## config.mk

```make
export PLATFORM = sky130hd
export DESIGN_NAME = memory_bus_arbiter_flat
export DESIGN_NICKNAME = d
export VERILOG_FILES = /design/src/rtl/memory_bus_arbiter_if.sv /design/src/rtl/memory_bus_arbiter.sv /design/src/flat_wrapper.sv
export SDC_FILE = /design/constraint.sdc
export NUM_CORES = 1
export LEC_CHECK = 0
export CAP_MARGIN = 20
export CORE_AREA = 2 2 106 108
export DETAILED_ROUTE_END_ITERATION = 7
export DIE_AREA = 0 0 108 110
export PLACE_DENSITY = 0.67
export SLEW_MARGIN = 20
export SYNTH_ARGS = -nofsm -noshare
export SYNTH_HDL_FRONTEND = slang
export SYNTH_SLANG_ARGS = --single-unit
```

## constraint.sdc

```tcl
create_clock -name clock -period 3.5 [get_ports clock]
set_input_delay 0.7 -clock clock [delete_from_list [all_inputs] [get_ports clock]]
set_output_delay 0.7 -clock clock [all_outputs]
set_load 0.01 [all_outputs]
```

## src/rtl/memory_bus_arbiter_if.sv

```systemverilog
// rtl/memory_bus_arbiter_if.sv - request, completion and shared-bus signals of the memory bus arbiter
interface memory_bus_arbiter_if;
  // Fetch port
  logic        i_req;
  logic [31:0] i_address;
  logic        i_done;
  logic [31:0] i_read_data;
  // Data port
  logic        d_req;
  logic        d_write;
  logic [31:0] d_address;
  logic [31:0] d_write_data;
  logic [3:0]  d_byte_enable;
  logic        d_done;
  logic [31:0] d_read_data;
  // Shared memory bus
  logic [31:0] mem_address;
  logic [31:0] mem_write_data;
  logic [3:0]  mem_byte_enable;
  logic        mem_read_enable;
  logic        mem_write_enable;
  logic        mem_done;
  logic [31:0] mem_read_data;

  // Arbiter side: serves the core's requests and drives the memory bus
  modport slave (
    input  i_req, i_address, d_req, d_write, d_address, d_write_data, d_byte_enable,
    input  mem_done, mem_read_data,
    output i_done, i_read_data, d_done, d_read_data,
    output mem_address, mem_write_data, mem_byte_enable, mem_read_enable, mem_write_enable
  );

  // Environment side: the core's two ports plus the memory
  modport master (
    output i_req, i_address, d_req, d_write, d_address, d_write_data, d_byte_enable,
    output mem_done, mem_read_data,
    input  i_done, i_read_data, d_done, d_read_data,
    input  mem_address, mem_write_data, mem_byte_enable, mem_read_enable, mem_write_enable
  );
endinterface

```

## src/rtl/memory_bus_arbiter.sv

```systemverilog
// rtl/memory_bus_arbiter.sv - fetch/data arbiter for one single-port memory bus with bounded data streak
module memory_bus_arbiter #(
  parameter int unsigned MAX_DATA_STREAK = 4
) (
  input logic                  clock,
  input logic                  reset,
  memory_bus_arbiter_if.slave  bus
);

  localparam logic [7:0] STREAK_MAX = 8'(MAX_DATA_STREAK);

  typedef enum logic [1:0] {
    IDLE    = 2'd0,
    GRANT_D = 2'd1,
    GRANT_I = 2'd2
  } state_t;

  state_t     state, state_next;
  logic [7:0] streak, streak_next;

  // State and streak registers; reset abandons any in-flight transaction
  always_ff @(posedge clock) begin
    if (!reset) begin
      state  <= IDLE;
      streak <= 8'd0;
    end else begin
      state  <= state_next;
      streak <= streak_next;
    end
  end

  // Arbitration, bus steering and completion routing
  always_comb begin
    state_next           = state;
    streak_next          = streak;
    bus.mem_address      = 32'd0;
    bus.mem_write_data   = 32'd0;
    bus.mem_byte_enable  = 4'd0;
    bus.mem_read_enable  = 1'b0;
    bus.mem_write_enable = 1'b0;
    bus.i_done           = 1'b0;
    bus.i_read_data      = 32'd0;
    bus.d_done           = 1'b0;
    bus.d_read_data      = 32'd0;
    case (state)
      IDLE: begin
        // Data has priority unless fetch has waited through a full streak
        if (bus.d_req && !(bus.i_req && streak == STREAK_MAX)) begin
          state_next = GRANT_D;
          if (bus.i_req)
            streak_next = (streak == STREAK_MAX) ? STREAK_MAX : streak + 8'd1;
          else
            streak_next = 8'd0;
        end else if (bus.i_req) begin
          state_next  = GRANT_I;
          streak_next = 8'd0;
        end
      end
      GRANT_D: begin
        bus.mem_address      = bus.d_address;
        bus.mem_write_data   = bus.d_write_data;
        bus.mem_byte_enable  = bus.d_write ? bus.d_byte_enable : 4'b1111;
        bus.mem_read_enable  = !bus.d_write;
        bus.mem_write_enable = bus.d_write;
        if (bus.mem_done) begin
          bus.d_done      = 1'b1;
          bus.d_read_data = bus.mem_read_data;
          state_next      = IDLE;
        end
      end
      GRANT_I: begin
        bus.mem_address     = bus.i_address;
        bus.mem_byte_enable = 4'b1111;
        bus.mem_read_enable = 1'b1;
        if (bus.mem_done) begin
          bus.i_done      = 1'b1;
          bus.i_read_data = bus.mem_read_data;
          state_next      = IDLE;
        end
      end
      default: state_next = IDLE;
    endcase
  end

endmodule

```

## src/flat_wrapper.sv

```systemverilog
// flat-port wrapper written by rule: the top's interface ports become plain ports
module memory_bus_arbiter_flat 
#(
  parameter int unsigned MAX_DATA_STREAK = 4
)
  (clock, reset, bus_i_req, bus_i_address, bus_d_req, bus_d_write, bus_d_address, bus_d_write_data, bus_d_byte_enable, bus_mem_done, bus_mem_read_data, bus_i_done, bus_i_read_data, bus_d_done, bus_d_read_data, bus_mem_address, bus_mem_write_data, bus_mem_byte_enable, bus_mem_read_enable, bus_mem_write_enable);
  memory_bus_arbiter_if bus_i ();
  input logic clock;
  input logic reset;
  input wire logic [$bits(bus_i.i_req)-1:0] bus_i_req;
  input wire logic [$bits(bus_i.i_address)-1:0] bus_i_address;
  input wire logic [$bits(bus_i.d_req)-1:0] bus_d_req;
  input wire logic [$bits(bus_i.d_write)-1:0] bus_d_write;
  input wire logic [$bits(bus_i.d_address)-1:0] bus_d_address;
  input wire logic [$bits(bus_i.d_write_data)-1:0] bus_d_write_data;
  input wire logic [$bits(bus_i.d_byte_enable)-1:0] bus_d_byte_enable;
  input wire logic [$bits(bus_i.mem_done)-1:0] bus_mem_done;
  input wire logic [$bits(bus_i.mem_read_data)-1:0] bus_mem_read_data;
  output wire logic [$bits(bus_i.i_done)-1:0] bus_i_done;
  output wire logic [$bits(bus_i.i_read_data)-1:0] bus_i_read_data;
  output wire logic [$bits(bus_i.d_done)-1:0] bus_d_done;
  output wire logic [$bits(bus_i.d_read_data)-1:0] bus_d_read_data;
  output wire logic [$bits(bus_i.mem_address)-1:0] bus_mem_address;
  output wire logic [$bits(bus_i.mem_write_data)-1:0] bus_mem_write_data;
  output wire logic [$bits(bus_i.mem_byte_enable)-1:0] bus_mem_byte_enable;
  output wire logic [$bits(bus_i.mem_read_enable)-1:0] bus_mem_read_enable;
  output wire logic [$bits(bus_i.mem_write_enable)-1:0] bus_mem_write_enable;
  assign bus_i.i_req = bus_i_req;
  assign bus_i.i_address = bus_i_address;
  assign bus_i.d_req = bus_d_req;
  assign bus_i.d_write = bus_d_write;
  assign bus_i.d_address = bus_d_address;
  assign bus_i.d_write_data = bus_d_write_data;
  assign bus_i.d_byte_enable = bus_d_byte_enable;
  assign bus_i.mem_done = bus_mem_done;
  assign bus_i.mem_read_data = bus_mem_read_data;
  assign bus_i_done = bus_i.i_done;
  assign bus_i_read_data = bus_i.i_read_data;
  assign bus_d_done = bus_i.d_done;
  assign bus_d_read_data = bus_i.d_read_data;
  assign bus_mem_address = bus_i.mem_address;
  assign bus_mem_write_data = bus_i.mem_write_data;
  assign bus_mem_byte_enable = bus_i.mem_byte_enable;
  assign bus_mem_read_enable = bus_i.mem_read_enable;
  assign bus_mem_write_enable = bus_i.mem_write_enable;
  memory_bus_arbiter #(.MAX_DATA_STREAK(MAX_DATA_STREAK)) u_core (.clock(clock), .reset(reset), .bus(bus_i));
endmodule
```

==> flow_results.org <==
** Power and ir drop
- Leak pwr :: 1.92 nW
- Ratio of total power to cell area :: 151 mW/mm²
- The worst-case IR drop observed on VDD is 0.174 mV.
- Power comes to 0.000689 W.

** Synthesis
- The cell area that synthesis handed to floorplanning was 0.00168 mm².
- Asr flop ratio synth :: 0%
- Mapped Cells :: 244
- The number of nets in the synthesized netlist is 387.
- Synthesis instantiated 31 different standard cells from the library.
- In the synthesized netlist the dominant register cell turns out to be dfxtp_1.
- Of the post-synthesis cell area, the dominant cell type holds 24.3%.
- The synthesized design contains 10 register bits.
- After synthesis, flip-flops and latches occupy 11.9% of the total area.
- After synthesis, the mean cell area works out to 6.87 µm².
- Yosys printed 0 warnings.
- Cell taking the most area after synthesis :: and3_1
- Largest cells by area after synthesis :: and3_1, a22o_1, and2_1, dfxtp_1, clkbuf_1
- The synthesized design contains 0 enable-type register cells.

** Critical path
- Critical path data required time :: 2800 ps
- The setup path with the least slack is of type flip-flop to primary output.
- Along the worst path, the maximum fanout reaches 23.
- Kind of launch point of the worst setup path :: flip-flop
- At the worst endpoint, the arrival time is 2420 ps.
- Delay of the slowest critical-path stage :: 550 ps
- Type of element capturing the critical path :: primary output
- Traced cell by cell, the critical path runs through inv_1 > ha_1 > and2_1 > buf_4 > a22o_1 > clkdlybuf4s50_1.
- The largest individual stage delay along the critical path comes from the cell clkdlybuf4s50_1.

** Timing
- Measured against its own limit, the worst slew margin works out to 62.2%.
- Final setup violating endpoints :: 0
- Layout Skew :: 3.15 ps
- Share of the clock period used by the worst path :: 89.3%
- The count of pins over their slew limit was 0.
- For the pin with the worst max-slew slack, the measured transition is 566 ps.
- Post-route setup TNS :: 0 ps
- For this run, the top clock speed supported by timing is 320 MHz.
- Fin crit period :: 3120 ps
- RSZ-0062 raised after global routing :: no
- The number of failing hold endpoints at the final stage is 0.

** Detailed routing
- Dividing the detail-routed wire length by the instance count gives 15.7 µm.
- DRC violation count after routing :: 0
- In the routed layout, each cell is associated on average with a via count of 4.42.
- For this block, the via count after detailed routing is 2,824.
- Wires add up to 10.1 mm.
- Number of design-rule violations left by the first detailed-router iteration :: 161
- The first detailed-routing pass took 4 iterations.
- Remaining number of nets flagged by the antenna check after routing :: 0

** Floorplan
- I/O pin count :: 274
- After floorplanning, the core was divided into 38 placement rows.
- For this configuration, the core starts out at a cell density of 15.7%.
- Floorplan die area :: 0.0119 mm²
- Die extent in y :: 110 µm
- Measured along the x axis, the die boundary spans 108 µm.
- The total area inside the core boundary comes to 0.0107 mm².

** Placement
- Post-detail-place hpwl :: 8.32 mm
- Placement-stage cell area :: 0.00453 mm²
- Gp weighted congestion :: 0.830
- Input/output buffers :: 273

** CTS
- Max Buffers Root-to-Sink :: 2
- Total clock sinks :: 10
- Clock tree synthesis selected as its root buffer the cell clkbuf_8.
- Buffers inserted during clock tree synthesis total 3.
- Post-CTS timing repair inserted 0 buffers for setup.
- Post-cts hold buffer count :: 0
- TritonCTS built the clock tree.
- In this run, post-CTS repair resized a total of 0 instances.
- For the worst-skew pair, the clock arrives at the later sink with an insertion delay of 230 ps.
- Clock-pin slew was measured on the worst setup and hold paths at 40 ps.
- # H-tree levels :: 1

** Layout
- 0 antenna diodes ended up in the layout.
- The area growth from synthesis to layout is 173%.
- Summing all non-filler instances in the final layout gives an area of 0.00457 mm².
- Share of final-layout standard cells stronger than drive strength 1 :: 2.40%
- The top cell types in the final layout, fill and taps aside, are clkdlybuf4s50_1, and3_1, and2_1.
- Net count reported at finish :: 644
- Leaving out fill and tap cells, the most frequent cell in the layout is clkdlybuf4s50_1.

** Global routing
- Number of global-route vias before repair :: 2,645
- Maximum number of pins on one net before global-route repair :: 68
- Across every metal layer, demand over resource in global routing totals 14.6%.
- GRT overflow :: 0
- Global-route wire length before repair :: 14.1 mm
- The number of antenna violations at the first check in global routing was 0.

** Hold path
- The tightest min-delay check is of the flip-flop to flip-flop type.

** Run
- Max-cap violations :: 0

** Run status
- Outcome :: finished, final reports clean
[logic make-up (layout without fill, tap and decap cells)]
family	Yosys count	after routing	synth area share [%]
AO/OA/AOI/OAI	61	61	28.1
flip-flops	10	10	11.9
AND/OR/NAND/NOR	133	133	48.0
adder cells (fa/ha/maj)	5	5	3.73
buffers and inverters	35	290	8.28
[per-stage QoR]
step                      cells  setup slack [ps]  util (%)  hold WS [ps]
after detailed placement    636               536      42.4           473
after CTS                   639               366      42.8           479
final                       639               376      42.8           477
after floorplan             244              1240         -           449
after global placement      636               585      42.4           469
after global routing        639               190      42.8           507
[per-layer routing]
| metal | up-vias | share of wire [%] | global-route usage (%) |
|---|---|---|---|
| li1 | 1403 | - | - |
| met1 | 1284 | 39 | 17.0 |
| met2 | 123 | 52 | 27.6 |
| met5 | - | 0 | 0 |
| met4 | 0 | 1.2 | 2.47 |
| met3 | 14 | 7.6 | 3.12 |
[cell type report]
class,count,area [µm²]
fill,1072,6120
clock buffer,3,41.3
multi-input combinational,199,1340
timing repair buffer,279,2790
sequential,10,200
inverter,8,30.0
tap,140,175
[worst paths after layout]
path / start / endpoint / slack, ps / cells past startpoint
worst max-delay path: u_core.state[1] / bus_mem_address[12] / 380 / 6
worst min-delay path: u_core.state[0] / u_core.state[0] / 480 / 2
worst max register to register: u_core.state[1] / u_core.streak[7] / 1750 / 6
worst min register to register: u_core.state[0] / u_core.state[0] / 480 / 2
[power breakdown]
part	internal, W	switching, W	leakage (nW)
combinational	0.000285	0.000165	1.82
clock	0.0000752	0.0000437	0.0216
sequential	0.000117	0.00000227	0.0810
[registers in the layout (all words and copies together) (netlist names)]
name / flops
u_core.state: 2
u_core.streak: 8
[synth_stat cells (4+ instances only)]
cell type and instances:
dfxtp_1 10, nand3_1 7, a21o_1 6, nor2_1 4
nand2_1 10, and2_1 37, o21ai_0 4, a21oi_1 9
and3_1 65, a22o_1 32, clkbuf_1 24, inv_1 7
ha_1 5
[critical path: cells and delay by family, from the launching register on]
| family | cells | cell delay (ps) |
|---|---|---|
| AOI/OAI and AO/OA | 1 | 190 |
| adders and majority gates | 1 | 310 |
| buffers and inverters | 3 | 960 |
| DFF | 1 | 350 |
| and+or+nand+nor | 1 | 380 |
Note: power is estimated with default switching activity, not from simulation.
==> variant 1 (config.mk and constraints unchanged) <==
The 3 states of `state_t` get a one-hot encoding in 3 bits.
--- a/src/rtl/memory_bus_arbiter.sv
+++ b/src/rtl/memory_bus_arbiter.sv
@@ -11,6 +11,6 @@
 
-  typedef enum logic [1:0] {
-    IDLE    = 2'd0,
-    GRANT_D = 2'd1,
-    GRANT_I = 2'd2
+  typedef enum logic [2:0] {
+    IDLE    = 3'b001,
+    GRANT_D = 3'b010,
+    GRANT_I = 3'b100
   } state_t;
Formal check against the unedited RTL: no difference found for any inputs over 10 cycles, from zero or initial values and one cycle with reset low; not proved beyond that.
==> variant 1 against the unedited design <==
- final cell count decreased by 0.31%
- synthesized area increased by 1.3%
- final area about the same
- count of clock-buffer cells in the layout up 1
- wire length grew 6.8%
- worst setup slack improved by 0.020 ns
- sequential cell count up 1
- power down 13%
- clock power increased by 5%
- register-to-register slack got worse by 0.06 ns
- sequential power rose by 13%
- worst hold slack better by 0.049 ns
==> variant 1: results (changes against the unedited design) <==
[logic_synthesis]
yosysSeqAreaShare_pct=12.96  ; +1.0 points
synth-main-ff-cell=dfxtp_1
synthArstFlopShare_pct=0  ; unchanged
synthesis.nets=385  ; -0.52%
yosys.cell_types.count=37  ; +19%
synth-warning-count=0  ; unchanged
ys_top_cells_by_area=and3_1, a22o_1, dfxtp_1
synth_cells=245  ; +0.41%
synthTopCellsByCount=and3_1, a22o_1, clkbuf_1, nand2_1, dfxtp_1

[min_path]
hp-class=reg2reg

[grt]
grtUsageTotal_pct=15.42  ; +0.84 points
grt_pass1_wl_um=14680  ; +4.1%
grt_max_degree=63  ; -7.4%
grt_pass1_vias=2786  ; +5.3%
antenna_found_initial=0  ; unchanged

[outcome]
outcome=complete, no violations

[routing]
wirelength_um=10750  ; +6.8%
vias=2897  ; +2.6%
dr.pass1.iters=4  ; unchanged
drtIter0Drc=161  ; unchanged

[place]
gp_congestion=0.8606  ; +3.7%
placed_cells=633  ; -0.47%
hpwl_um=8594  ; +3.2%
io_buffers=273  ; unchanged
place_ws_ns=0.3952  ; -0.1412 ns

[critical_path]
critical_path.max_fanout=62  ; +170%
cp.arrival_ns=2.40  ; -0.02 ns

[sta]
finalClockSkew_ns=0.006055  ; +0.002903 ns
tightest_slew_ns=0.6060  ; +0.03960 ns

[clock_network]
postCtsSetupBuffers=0  ; unchanged
clkLatencyLatePin_ns=0.23  ; about the same
cts.reportedPaths.clkPinSlew_ns=0.05
root_buffer=clkbuf_8
clock_path_buffers=2  ; unchanged
cts_buffers=3  ; unchanged
htree_levels=1  ; unchanged
cts_resized=0  ; unchanged

[final_layout]
fill_cells=1068  ; -0.37%
antenna_cells=0  ; unchanged
drive_gt1_share_pct=3.018  ; +0.61 points
top_regs=u_core.streak x8, u_core.state x3
layout.cells.non_filler=637  ; -0.31%

[power]
ir_drop_uv=95.91  ; -45%
leakage_nw=2.011  ; +4.8%
p_switching_uw=173.3  ; -18%

-- variant 1: per-layer routing --
metal	wire length (um)	track usage, %	part of all wire [%]	up-vias
li1	-	-	-	1419
met1	4529	20.25	42	1316
met2	5103	26.06	47	156
met3	1068	4.292	9.9	6
met4	50	1.740	0.47	0
met5	0	0	0	-
-- variant 1: kinds of logic (layout without fill, tap and decap cells) --
group / count (synthesis) / after routing / share of synthesized area, %
simple gates: 140 / 140 / 49.04
xor+xnor: 3 / 3 / 1.547
compound gates: 52 / 52 / 25.55
buf+inv: 37 / 289 / 9.425
flops: 11 / 11 / 12.96
fa+ha+maj: 2 / 2 / 1.473
-- variant 1: path summary, 6_finish.rpt --
check,startpoint,endpoint,slack (ns),cells after the start
worst min-delay path,u_core.streak[7]$_SDFFE_PN0P_,u_core.streak[7]$_SDFFE_PN0P_,0.53,2
worst max-delay path,bus_mem_done,bus_i_read_data[31],0.40,4
worst max register to register,u_core.state[1]$_SDFFE_PN0P_,u_core.streak[2]$_SDFFE_PN0P_,1.69,5
worst min register to register,u_core.streak[7]$_SDFFE_PN0P_,u_core.streak[7]$_SDFFE_PN0P_,0.53,2
-- variant 1: power by group through the flow --
stage | Clock (mW) | Sequential, mW | Combinational, mW
after global placement | 0 | 0.136 | 0.333
after global routing | 0.138 | 0.135 | 0.359
after detailed placement | 0 | 0.137 | 0.335
after floorplan | 0 | 0.136 | 0.105
final | 0.125 | 0.134 | 0.337
after CTS | 0.129 | 0.134 | 0.337
-- variant 1: metrics by stage --
step / utilization, % / cell area, um^2 / hold slack, ns
floorplan: - / 1699 / 0.4851
CTS: 42.80 / 4578 / 0.5284
detailed placement: 42.37 / 4533 / 0.5159
global placement: 42.37 / 4533 / 0.5058
finish: 42.80 / 4578 / 0.5262
global route: 42.80 / 4578 / 0.5544
-- variant 1: worst max-delay path, stage by stage --
cell             delay (ns)
clkdlybuf4s50_1        0.68
buf_12                 0.25
and3_1                 0.19
clkdlybuf4s50_1        0.55
-- variant 1: area by class of cell --
cell class                      instances  area, um^2  area share, %
Timing Repair Buffer                  280        2798          61.11
Inverter                                5       18.77         0.4099
Clock buffer                            4       45.04         0.9839
Tap cell                              140       175.2          3.826
Multi-Input combinational cell        197        1321          28.86
Sequential cell                        11       220.2          4.810
==> variant 2 (same settings) <==
Without the edit above. Reset style: asynchronous (`reset`), changed in one clocked block.
--- a/src/rtl/memory_bus_arbiter.sv
+++ b/src/rtl/memory_bus_arbiter.sv
@@ -21,3 +21,3 @@
   // State and streak registers; reset abandons any in-flight transaction
-  always_ff @(posedge clock) begin
+  always_ff @(posedge clock or negedge reset) begin
     if (!reset) begin
Function: differs if reset is asserted again (counterexample within 4 cycles, from zero or initial values and one cycle with reset low); with reset held inactive, the same outputs for 10 cycles.
==> variant 2 against the unedited design <==
- count of clock-buffer cells in the layout rose by 1
- final area grew 0.66%
- highest routed layer unchanged
- wire length up 0.79%
- worst setup slack worse by 0.034 ns
- critical path type unchanged
- synthesized area is essentially flat
- largest cell class unchanged
- clock skew rose by 0.0017 ns
- via count fell by 3.4%
- synthesized cell count fell by 5.3%
- final cell count shrank 1.6%
- die area stayed put
- sequential cell count unchanged
Power is not compared: it rests on default switching activity, and its combinational part moved more than twofold at a synthesized area within 25%.
==> variant 2: results (changes against the unedited design) <==
[final_layout]
drive_gt1_share_pct=2.454  ; +0.049 points
top_regs=u_core.streak x8, u_core.state x2
layout.nets=633  ; -1.7%
fill_cells=1065  ; -0.65%

[logic_synthesis]
synth-warning-count=0  ; unchanged
yosysSeqAreaShare_pct=14.91  ; +3.0 points
synthTopCellsByCount=and3_1, and2_1, a22o_1, clkbuf_1, dfrtp_1
synth-main-ff-cell=dfrtp_1
yosys.cell_types.count=30  ; -3.2%
synthesis.nets=374  ; -3.4%
ys_top_cells_by_area=and3_1, a22o_1, dfrtp_1
synthArstFlopShare_pct=100.0  ; +100 points

[routing]
dr.pass1.iters=6  ; +2
wirelength_um=10140  ; +0.79%
drtIter0Drc=175  ; +8.7%
vias=2729  ; -3.4%

[sta]
tightest_slew_ns=0.6278  ; +0.06141 ns
finalClockSkew_ns=0.004808  ; +0.001656 ns

[min_path]
min_from=u_core.state[1]$_DFFE_PN0P_
hold-path-cell-count=1  ; -1
min_to=u_core.state[1]$_DFFE_PN0P_

[power]
ir_drop_uv=195.4

[outcome]
outcome=complete, no violations

[grt]
grt_pass1_wl_um=14310  ; +1.5%
grtUsageTotal_pct=15.06  ; +0.48 points
grt_pass1_vias=2621  ; -0.91%
grt_max_degree=69  ; +1.5%
antenna_found_initial=0  ; unchanged

[critical_path]
critical_path.max_fanout=25  ; +8.7%
r2r_slack_ns=1.60  ; -0.15 ns
r2r_end=u_core.streak[2]$_DFFE_PN0P_
r2r_start=u_core.streak[4]$_DFFE_PN0P_
cp.arrival_ns=2.46  ; +0.04 ns
reg2regPathDepth=4  ; -2

[place]
gp_congestion=0.8538  ; +2.9%
hpwl_um=8437  ; +1.3%

[clock_network]
cts.reportedPaths.clkPinSlew_ns=0.05
cts_resized=0  ; unchanged

variant 2: critical path, stage by stage (launching register included):
cell             delay, ns
dfrtp_1               0.36
inv_1                 0.08
ha_1                  0.32
and2_1                0.34
buf_4                 0.36
a22o_1                0.21
clkdlybuf4s50_1       0.54
variant 2: how the worst max path moves through the flow:
stage	from	endpoint	slack, ns	cells past startpoint
after floorplan	u_core.state[1]$_DFFE_PN0P_	bus_mem_address[0]	1.21	6
after global placement	bus_mem_done	bus_i_read_data[24]	0.55	4
after detailed placement	bus_mem_done	bus_i_read_data[24]	0.54	4
after CTS	u_core.state[1]$_DFFE_PN0P_	bus_mem_address[12]	0.33	6
after global routing	u_core.state[1]$_DFFE_PN0P_	bus_mem_address[16]	0.16	6
final	u_core.state[1]$_DFFE_PN0P_	bus_mem_address[12]	0.34	6
variant 2: cells by family after synthesis:
group,Yosys count,synth area share (%)
compound gates,59,28.71
simple gates,124,44.89
buf+inv,32,7.159
fa+ha+maj,5,3.729
flops,10,14.91
mux,1,0.5966
variant 2: cell type report:
type                       count  share of cell area [%]
timing repair buffer         279                   60.60
multi-input combinational    189                   28.40
sequential                    10                   5.435
tap                          140                   3.804
clock buffer                   4                   1.196
inverter                       7                  0.5707
variant 2: routing by layer:
metal  vias up  routed length, um  track usage [%]
met1      1233               4181            19.69
met3        11                720            2.939
li1       1364                  -                -
met2       121               5139            26.28
met4         0                 99            2.198
met5         -                  0                0
variant 2: metrics by stage:
stage	util, %	hold WS (ns)	area (um^2)	cells	setup WS (ns)
floorplan	-	0.4044	1678	231	1.209
global placement	42.53	0.5296	4549	625	0.5547
detailed placement	42.53	0.5323	4549	625	0.5379
CTS	43.04	0.5478	4604	629	0.3282
global route	43.04	0.5738	4604	629	0.1609
finish	43.04	0.5413	4604	629	0.3420
variant 2: power by group:
| group | switching (mW) | internal (mW) |
|---|---|---|
| clock network | 0.0472 | 0.0991 |
| logic | 0.739 | 0.972 |
| registers | 0.0156 | 0.134 |
